$ cat config.mk
export PLATFORM = sky130hd
export DESIGN_NAME = score_sum_unloader
export DESIGN_NICKNAME = d
export VERILOG_FILES = /design/src/rtl/score_sum_unloader.sv
export SDC_FILE = /design/constraint.sdc
export NUM_CORES = 1
export LEC_CHECK = 0
export BUFFER_PORTS_ARGS = -buffer_cell sky130_fd_sc_hd__clkbuf_2
export CAP_MARGIN = 0
export CORE_MARGIN = 8
export CORE_UTILIZATION = 45
export CTS_BUF_LIST = sky130_fd_sc_hd__clkbuf_2
export DETAILED_ROUTE_END_ITERATION = 8
export GPL_ROUTABILITY_DRIVEN = 0
export GPL_TIMING_DRIVEN = 0
export PLACE_DENSITY = 0.79
export SKIP_CTS_REPAIR_TIMING = 1
export SKIP_LAST_GASP = 1
export SYNTH_ARGS = -nofsm -noshare
export SYNTH_HDL_FRONTEND = slang
export SYNTH_SLANG_ARGS = --single-unit
export TNS_END_PERCENT = 100
$ cat constraint.sdc
create_clock -name clk -period 3.4 [get_ports clk]
set_input_delay 0.34 -clock clk [delete_from_list [all_inputs] [get_ports clk]]
set_output_delay 0.34 -clock clk [all_outputs]
set_load 0.01 [all_outputs]
$ cat src/rtl/score_sum_unloader.sv
// Readback engine: drains PARALLEL score-sum BRAM banks, bank by bank, into a
// valid/ready stream through a 2-entry FIFO that absorbs the 1-cycle read latency.
module score_sum_unloader #(
    parameter  int ADDR_WIDTH = 13,
    parameter  int DATA_WIDTH = 32,
    parameter  int PARALLEL   = 4,
    parameter  int WORDS      = 4096,
    localparam int BANK_W     = (PARALLEL > 1) ? $clog2(PARALLEL) : 1
) (
    input  logic                           clk,
    input  logic                           rst,
    input  logic                           start,
    input  logic [ADDR_WIDTH:0]            count,
    output logic [ADDR_WIDTH*PARALLEL-1:0] mem_addr_score_sum,
    output logic [PARALLEL-1:0]            mem_score_write_sum_en,
    input  logic [DATA_WIDTH*PARALLEL-1:0] mem_data_in_score_sum,
    output logic [DATA_WIDTH-1:0]          out_data,
    output logic [BANK_W-1:0]              out_bank,
    output logic                           out_last,
    output logic                           out_valid,
    input  logic                           out_ready,
    output logic                           busy,
    output logic                           done
);

    typedef enum logic [1:0] {
        ST_IDLE  = 2'd0,
        ST_READ  = 2'd1,
        ST_DRAIN = 2'd2,
        ST_DONE  = 2'd3
    } state_t;

    localparam logic [ADDR_WIDTH:0] WORDS_L   = (ADDR_WIDTH+1)'(WORDS);
    localparam logic [BANK_W-1:0]   LAST_BANK = BANK_W'(PARALLEL - 1);

    state_t                         state_q, state_d;
    logic [ADDR_WIDTH-1:0]          last_addr_q, last_addr_d;
    logic [ADDR_WIDTH-1:0]          addr_q, addr_d;
    logic [BANK_W-1:0]              bank_q, bank_d;
    logic [ADDR_WIDTH*PARALLEL-1:0] mem_addr_q, mem_addr_d;
    logic                           busy_q, busy_d;
    logic                           done_q, done_d;

    logic                           inflight_q;
    logic [BANK_W-1:0]              cap_bank_q;
    logic                           cap_last_q;

    logic [DATA_WIDTH-1:0]          fifo_data_q [2];
    logic [BANK_W-1:0]              fifo_bank_q [2];
    logic [1:0]                     fifo_last_q;
    logic                           rd_ptr_q, wr_ptr_q;
    logic [1:0]                     occ_q;

    logic [ADDR_WIDTH:0]            count_clip_s;
    logic                           pop_s, issue_s, is_last_s, final_issue_s;
    logic [1:0]                     occ_after_pop_s;
    logic [DATA_WIDTH-1:0]          cap_data_s;

    assign count_clip_s    = (count > WORDS_L) ? WORDS_L : count;
    assign pop_s           = out_valid & out_ready;
    assign occ_after_pop_s = occ_q - {1'b0, pop_s};
    // Counting this cycle's pop lets a read issue while one word leaves, so ready=1 streams without bubbles.
    assign issue_s         = (state_q == ST_READ) &&
                             (({1'b0, occ_after_pop_s} + {2'b00, inflight_q}) < 3'd2);
    assign is_last_s       = (bank_q == LAST_BANK) && (addr_q == last_addr_q);
    assign final_issue_s   = issue_s & is_last_s;

    // Select the returning BRAM word from the bank addressed one cycle earlier.
    always_comb begin
        cap_data_s = {DATA_WIDTH{1'b0}};
        for (int b = 0; b < PARALLEL; b++) begin
            cap_data_s = (cap_bank_q == BANK_W'(b)) ?
                         mem_data_in_score_sum[b*DATA_WIDTH +: DATA_WIDTH] : cap_data_s;
        end
    end

    // Next-state logic for the sequencer and the read address/bank counters.
    always_comb begin
        state_d     = state_q;
        last_addr_d = last_addr_q;
        addr_d      = addr_q;
        bank_d      = bank_q;
        busy_d      = busy_q;
        done_d      = 1'b0;
        case (state_q)
            ST_IDLE: begin
                if (start) begin
                    last_addr_d = ADDR_WIDTH'(count_clip_s - {{ADDR_WIDTH{1'b0}}, 1'b1});
                    addr_d      = {ADDR_WIDTH{1'b0}};
                    bank_d      = {BANK_W{1'b0}};
                    busy_d      = 1'b1;
                    if (count_clip_s == {(ADDR_WIDTH+1){1'b0}}) begin
                        state_d = ST_DONE;
                        done_d  = 1'b1;
                    end else begin
                        state_d = ST_READ;
                    end
                end else begin
                    state_d = ST_IDLE;
                end
            end
            ST_READ: begin
                if (final_issue_s) begin
                    state_d = ST_DRAIN;
                end else if (issue_s) begin
                    if (addr_q == last_addr_q) begin
                        addr_d = {ADDR_WIDTH{1'b0}};
                        bank_d = bank_q + BANK_W'(1);
                    end else begin
                        addr_d = addr_q + ADDR_WIDTH'(1);
                    end
                end else begin
                    state_d = ST_READ;
                end
            end
            ST_DRAIN: begin
                if (pop_s && out_last) begin
                    state_d = ST_DONE;
                    busy_d  = 1'b0;
                    done_d  = 1'b1;
                end else begin
                    state_d = ST_DRAIN;
                end
            end
            ST_DONE: begin
                state_d = ST_IDLE;
                busy_d  = 1'b0;
                addr_d  = {ADDR_WIDTH{1'b0}};
                bank_d  = {BANK_W{1'b0}};
            end
            default: begin
                state_d = ST_IDLE;
                busy_d  = 1'b0;
                addr_d  = {ADDR_WIDTH{1'b0}};
                bank_d  = {BANK_W{1'b0}};
            end
        endcase
    end

    // Only the active bank's slice carries the counter; all others sit at zero.
    always_comb begin
        mem_addr_d = {(ADDR_WIDTH*PARALLEL){1'b0}};
        for (int b = 0; b < PARALLEL; b++) begin
            mem_addr_d[b*ADDR_WIDTH +: ADDR_WIDTH] =
                (bank_d == BANK_W'(b)) ? addr_d : {ADDR_WIDTH{1'b0}};
        end
    end

    // Sequencer state, capture pipeline and output FIFO; rst flushes all of it.
    always_ff @(posedge clk) begin
        if (rst) begin
            state_q        <= ST_IDLE;
            last_addr_q    <= {ADDR_WIDTH{1'b0}};
            addr_q         <= {ADDR_WIDTH{1'b0}};
            bank_q         <= {BANK_W{1'b0}};
            mem_addr_q     <= {(ADDR_WIDTH*PARALLEL){1'b0}};
            busy_q         <= 1'b0;
            done_q         <= 1'b0;
            inflight_q     <= 1'b0;
            cap_bank_q     <= {BANK_W{1'b0}};
            cap_last_q     <= 1'b0;
            fifo_data_q[0] <= {DATA_WIDTH{1'b0}};
            fifo_data_q[1] <= {DATA_WIDTH{1'b0}};
            fifo_bank_q[0] <= {BANK_W{1'b0}};
            fifo_bank_q[1] <= {BANK_W{1'b0}};
            fifo_last_q    <= 2'b00;
            rd_ptr_q       <= 1'b0;
            wr_ptr_q       <= 1'b0;
            occ_q          <= 2'd0;
        end else begin
            state_q     <= state_d;
            last_addr_q <= last_addr_d;
            addr_q      <= addr_d;
            bank_q      <= bank_d;
            mem_addr_q  <= mem_addr_d;
            busy_q      <= busy_d;
            done_q      <= done_d;
            inflight_q  <= issue_s;
            cap_bank_q  <= bank_q;
            cap_last_q  <= is_last_s;
            if (inflight_q) begin
                fifo_data_q[wr_ptr_q] <= cap_data_s;
                fifo_bank_q[wr_ptr_q] <= cap_bank_q;
                fifo_last_q[wr_ptr_q] <= cap_last_q;
                wr_ptr_q              <= ~wr_ptr_q;
            end
            if (pop_s) begin
                rd_ptr_q <= ~rd_ptr_q;
            end
            occ_q <= occ_q + {1'b0, inflight_q} - {1'b0, pop_s};
        end
    end

    assign out_valid              = (occ_q != 2'd0);
    assign out_data               = fifo_data_q[rd_ptr_q];
    assign out_bank               = fifo_bank_q[rd_ptr_q];
    assign out_last               = fifo_last_q[rd_ptr_q];
    assign busy                   = busy_q;
    assign done                   = done_q;
    assign mem_addr_score_sum     = mem_addr_q;
    assign mem_score_write_sum_en = {PARALLEL{1'b0}};

endmodule

==> results of run 1 <==
[cells in the mapped netlist, drive strengths merged, types with 2 or more instances]
cell type,n,area [µm²]
a32oi,2,17.52
edfxtp,68,2042
o21ai,14,70.06
a21oi,24,142.7
xor2,18,157.7
a22oi,4,50.05
a31oi,7,56.30
and2,71,444.2
clkbuf,24,91.33
nor2b,5,31.28
nor3b,3,22.52
buf,27,168.9
and3,4,25.02
or2,3,18.77
o31ai,4,35.03
nor3,12,93.84
nand4,7,50.05
mux2,37,420.4
a21o,2,15.01
a311oi,6,52.55
dfxtp,95,1902
nand2,28,105.1
nand3,8,40.04
a2111oi,2,36.29
nor4b,2,17.52
nor4,9,77.57
nand2b,2,12.51
mux2i,4,40.04
ha,10,125.1
a211oi,8,70.06
and4,3,26.28
mux4,32,720.7
a221oi,2,52.55
nor2,108,410.4
xnor2,9,78.83
o211ai,4,30.03
inv,14,52.55
or4,4,30.03
[cells by family after synthesis]
group	after synthesis
other	1
XOR/XNOR	27
flip-flops	163
buffers and inverters	65
AND/OR/NAND/NOR	270
adder cells (fa/ha/maj)	10
multiplexers	73
AO/OA/AOI/OAI	84
[through the flow]
step / area [µm²] / cells / setup WS (ps) / hold slack [ps] / util
after CTS: 9633 / 1188 / 343.7 / -292.1 / 0.5589
after global routing: 9783 / 1203 / 83.88 / 0.9329 / 0.5676
final: 9783 / 1203 / 382.0 / 27.36 / 0.5676
after global placement: 9360 / 1156 / 418.7 / 445.1 / 0.5430
after detailed placement: 9363 / 1156 / 363.8 / 451.6 / 0.5432
after floorplan: 7903 / 696 / 903.7 / 418.9 / -
[power breakdown]
part	internal (mW)	switching [mW]	leakage, nW
clock network	0.261	0.814	0.154
logic	0.684	0.970	2.45
registers	2.25	0.0979	1.48
[cell type report]
type	instances	area [µm²]
Fill cell	1483	7453
Sequential cell	163	3944
Multi-Input combinational cell	468	3649
Timing Repair Buffer	250	1326
Tap cell	225	281.5
Buffer	51	260.3
Clock inverter	15	185.2
Clock buffer	17	85.08
Inverter	14	52.55
[critical path, cell delays in order (launching register included)]
cell	delay, ps
dfxtp_1	390
o21a_1	210
ha_1	280
inv_1	40
ha_1	160
inv_1	50
ha_1	270
nand2_1	260
nor4_1	320
nand4_1	150
nand2_1	430
nand2_1	240
a21oi_1	180
[final timing paths]
| kind | from | to | slack, ps | cells after the start |
|---|---|---|---|---|
| worst max-delay path | occ_q[1] | mem_addr_score_sum[19] | 380 | 12 |
| worst min-delay path | count[13] | last_addr_q[8] | 30 | 4 |
| worst max register to register | occ_q[1] | mem_addr_score_sum[19] | 380 | 12 |
| worst min register to register | cap_last_q | fifo_last_q[0] | 480 | 2 |
[metal layers]
layer | share of wire | vias to the layer above
met2 | 0.53 | 215
li1 | - | 3042
met5 | 0 | -
met4 | 0.0096 | 0
met3 | 0.076 | 12
met1 | 0.39 | 2972
[state kept, by name, summed over array words and instances, names as in the netlist, named ones only]
| register | flops |
|---|---|
| fifo_data_q | 64 |
| mem_addr_score_sum | 52 |
| addr_q | 13 |
| last_addr_q | 13 |
| fifo_bank_q | 4 |
| bank_q | 2 |
| cap_bank_q | 2 |
| fifo_last_q | 2 |
| occ_q | 2 |
| state_q | 2 |
| busy | 1 |
| cap_last_q | 1 |
| done | 1 |
| inflight_q | 1 |
| rd_ptr_q | 1 |
| wr_ptr_q | 1 |
==> flow_summary.toml, run 1 <==
[status]
status = "completed"

[critical_path]
worst_ep_arrival_time_ps = 3710
crit_type = "register to register"
crit_fanout = 8
start_kind = "register"
cp-end-kind = "register"
crit_required_ps = 4090

[detailed_routing]
wire_per_inst_um = 17.49
drt_first_iter_violations = 331
final_antenna_net_count = 0
vias_per_cell = 5.188
vias = 6241
drc_errors = 0
wl_mm = 21.04
drtPass1Iterations = 5

[global_routing]
grt_max_degree = 36
grt_overflow = 0
grt_use_met1 = 0.2044
grt_pass1_vias = 6189
grtUsageMet3 = 0.04710
use_met2 = 0.3393
grt_antenna_before_repair = 0
busiest_layer = "met2"
grt_pass1_wl_mm = 31.86
grt_util_all_layers = 0.1838

[floorplan]
initial_core_util = 0.4578
die_area_mm2 = 0.02203
die_y_um = 148.4
core_region_area_mm2 = 0.01724
io_pins = 240
rows = 48
fp.dieW_um = 148.4

[timing]
tightest_slew_ps = 1072
maxSlewHeadroom = 0.2836
post-route-period-util = 0.8877
hold_viol = 0
period_minus_slack_ps = 3018
slew_viol_final = 0
rsz0062_at_grt = "no"
fmax_ghz = 0.3313
finalSetupTns_ps = 0
finalSetupViolations = 0
skew_ps = 43.72

[logic_synthesis]
async_flop_share = 0
synthMuxAreaShare = 0.1497
synth_cell_types = 63
synth-xor-area-share = 0.02997
ys.flop_type = "dfxtp_1"
synth_top_family_by_area = "simple AND/OR/NAND/NOR gates"
synth_edf_count = 68
synth_compound_area_frac = 0.08562
ys_warn_count = 0
postSynthAreaPerCell_um2 = 11.39
seq_area_frac_synth = 0.4998
ys_seq_elements = 163
syn_area_mm2 = 0.007891
synth_fa_ha_area_frac = 0.01586
synth_simple_gate_area_frac = 0.1790
syn_inst = 693

[placed_design]
io_buffer_count = 235
place_hpwl_mm = 16.32

[cts]
clk_pin_slew_ps = 280
cts_tree = "done"
clock-sinks = 163
cts_made_buffers = 17
cts_max_level = 4
clk_path_buf_depth = 2
root_buffer = "clkbuf_2"
clock_latency_ps = 740

[final_layout]
antenna_cells = 0
drive_above_1_share = 0.3947
mostFrequentLayoutCells = "253 x clkbuf_2, 106 x nor2_1, 95 x dfxtp_1"
areaGrowthSynthToFinish_pct = 23.97
final_common_cell = "clkbuf_2"
final_nets = 1121

[power_and_ir_drop]
p_leak_nw = 4.076
p_total_mw = 5.080
power.density_mw_per_mm2 = 519.2
vdd_drop_max_mv = 0.2660

[hold_path]
min_path_type = "input pin to register"

[job]
drv_cap = 0
Power figures use the tool's default switching activity.
==> run 2, diff against run 1 <==
--- a/config.mk
+++ b/config.mk
@@ -11,11 +11,11 @@
 export CORE_UTILIZATION = 45
 export CTS_BUF_LIST = sky130_fd_sc_hd__clkbuf_2
 export DETAILED_ROUTE_END_ITERATION = 8
-export GPL_ROUTABILITY_DRIVEN = 0
-export GPL_TIMING_DRIVEN = 0
+export GPL_ROUTABILITY_DRIVEN = 1
 export PLACE_DENSITY = 0.79
 export SKIP_CTS_REPAIR_TIMING = 1
 export SKIP_LAST_GASP = 1
+export SLEW_MARGIN = 25
 export SYNTH_ARGS = -nofsm -noshare
 export SYNTH_HDL_FRONTEND = slang
 export SYNTH_SLANG_ARGS = --single-unit
==> run 2 against run 1 <==
Effect of this change:
- cell count fell by 3.2%
- sequential share of layout area rose by 0.96 points
- register-to-register slack improved by 50 ps
- combinational power decreased by 2%
- first-iteration DRC count increased by 0.91%
- critical path depth did not move
- maximum frequency rose by 1.6%
==> flow_summary.toml, run 2 (synthesis results as in run 1) <==
[timing]
fmax_ghz = 0.3367
hold_viol = 0
slew_viol_final = 0
period_minus_slack_ps = 2970
post-route-period-util = 0.8735
skew_ps = 41.70
maxSlewHeadroom = 0.3770
finalSetupViolations = 0
finalSetupTns_ps = 0
tightest_slew_ps = 934.5
rsz0062_at_grt = "no"

[final_layout]
mostFrequentLayoutCells = "252 x clkbuf_2, 106 x nor2_1, 94 x dfxtp_1"
fillerInstances = 1483
largest-register = "fifo_data_q"
drive_above_1_share = 0.4051
final_common_cell = "clkbuf_2"
post-route-util = 0.5545
instances_no_fill = 1164
final_nets = 1082
areaGrowthSynthToFinish_pct = 21.12
fin_area_mm2 = 0.009558
largest_reg_flops = 64

[detailed_routing]
drc_errors = 0
final_antenna_net_count = 0
drtPass1Iterations = 5
drt-met1-wl_mm = 8.011
vias_per_cell = 5.237
wl_mm = 20.53
vias = 6096
wl_met3_mm = 1.388
drt_first_iter_violations = 334
wire_per_inst_um = 17.64
wl_met2_mm = 10.83
highest_layer = "met4"

[critical_path]
start_kind = "register"
crit_path_end = "addr_q[6]"
crit_path_start = "occ_q[0]"
reg2reg_to = "addr_q[6]"
cp_cell_sequence = "o21a_1 > ha_1 > inv_1 > ha_1 > inv_1 > ha_1 > nand2_1 > nor4_1 > nand4_1 > nand2_1 > nand2_1 > a21oi_1"
cp-end-kind = "register"
worst_ep_arrival_time_ps = 3650
worst-r2r-cell-count = 12
crit_type = "register to register"
cp.buffers_inverters = 2
crit_fanout = 8
crit_required_ps = 4080
cpMaxStageDelayCell = "nand2_1"
cp_num_cells = 12
cpLargestDelayFamily = "simple AND/OR/NAND/NOR gates"
max_stage_delay_ps = 420
rr_startpoint = "occ_q[0]"
r2r_setup_slack_ps = 430

[cts]
cts_made_buffers = 17
cts_tree = "done"
clock-sinks = 163
clk_pin_slew_ps = 230
root_buffer = "clkbuf_2"
clock_latency_ps = 760
cts_max_level = 4
clk_path_buf_depth = 2

[placed_design]
place_hpwl_mm = 15.25
io_buffer_count = 235
place_area_mm2 = 0.009216
place_congestion = 0.8438
dpl.cell_count = 1119

[floorplan]
initial_core_util = 0.4578
fp.dieW_um = 148.4
die_y_um = 148.4
die_area_mm2 = 0.02203
rows = 48
core_region_area_mm2 = 0.01724
io_pins = 240

[global_routing]
grt_pass1_vias = 6091
grt_overflow = 0
grt_max_degree = 51
grt_antenna_before_repair = 1
grt_util_all_layers = 0.1819
grt_pass1_wl_mm = 31.82

[power_and_ir_drop]
p_leak_nw = 3.986
p_total_mw = 4.919
power.density_mw_per_mm2 = 514.6
vdd_drop_max_mv = 0.3030

[status]
status = "completed"

[hold_path]
min_path_type = "input pin to register"

[job]
drv_cap = 0
## run 2: final cells by class
class                   count  area (µm²)  share of cell area
well taps                 225       281.5             0.02945
repair buffers            262        1411              0.1477
clock buffers              18       90.09            0.009425
flip-flops and latches    163        3945              0.4127
diodes                      1       2.502           0.0002618
clock inverters            13       118.9             0.01244
multi-input cells         468        3656              0.3825
inverters                  14       52.55            0.005498
## run 2: worst min-delay path by stage
stage          startpoint             end  slack [ps]  cells after the start
2_1_floorplan         rst   cap_bank_q[1]         420                      1
3_3_place_gp   cap_last_q  fifo_last_q[0]         440                      2
3_5_place_dp   cap_last_q  fifo_last_q[0]         450                      2
4_1_cts          count[0]  last_addr_q[0]        -160                      4
5_1_grt         out_ready        rd_ptr_q          20                      4
6_report            start  last_addr_q[0]          10                      4
## run 2: worst register-to-register path, cell delays in order (launching register included)
cell and delay [ps]:
dfxtp_1 370, o21a_1 220, ha_1 280, inv_1 40
ha_1 170, inv_1 60, ha_1 250, nand2_1 240
nor4_1 330, nand4_1 150, nand2_1 420, nand2_1 240
a21oi_1 160
## run 2: metal layers
layer / GRT usage / vias up
li1: - / 2940
met5: 0 / -
met4: 0.05099 / 0
met3: 0.05074 / 28
met2: 0.3336 / 200
met1: 0.2004 / 2928
## run 2: through the flow
step                      setup slack [ps]  hold slack, ps
after floorplan                      903.7           418.9
after global placement               544.8           435.8
after detailed placement             432.7           452.7
after CTS                            436.9          -162.8
after global routing                 162.3           15.08
final                                430.2           9.914
## run 2: report_power, final
part	switching, mW	internal [mW]	leakage, nW
registers	0.0986	2.25	1.48
clock network	0.735	0.221	0.137
logic	0.944	0.670	2.37
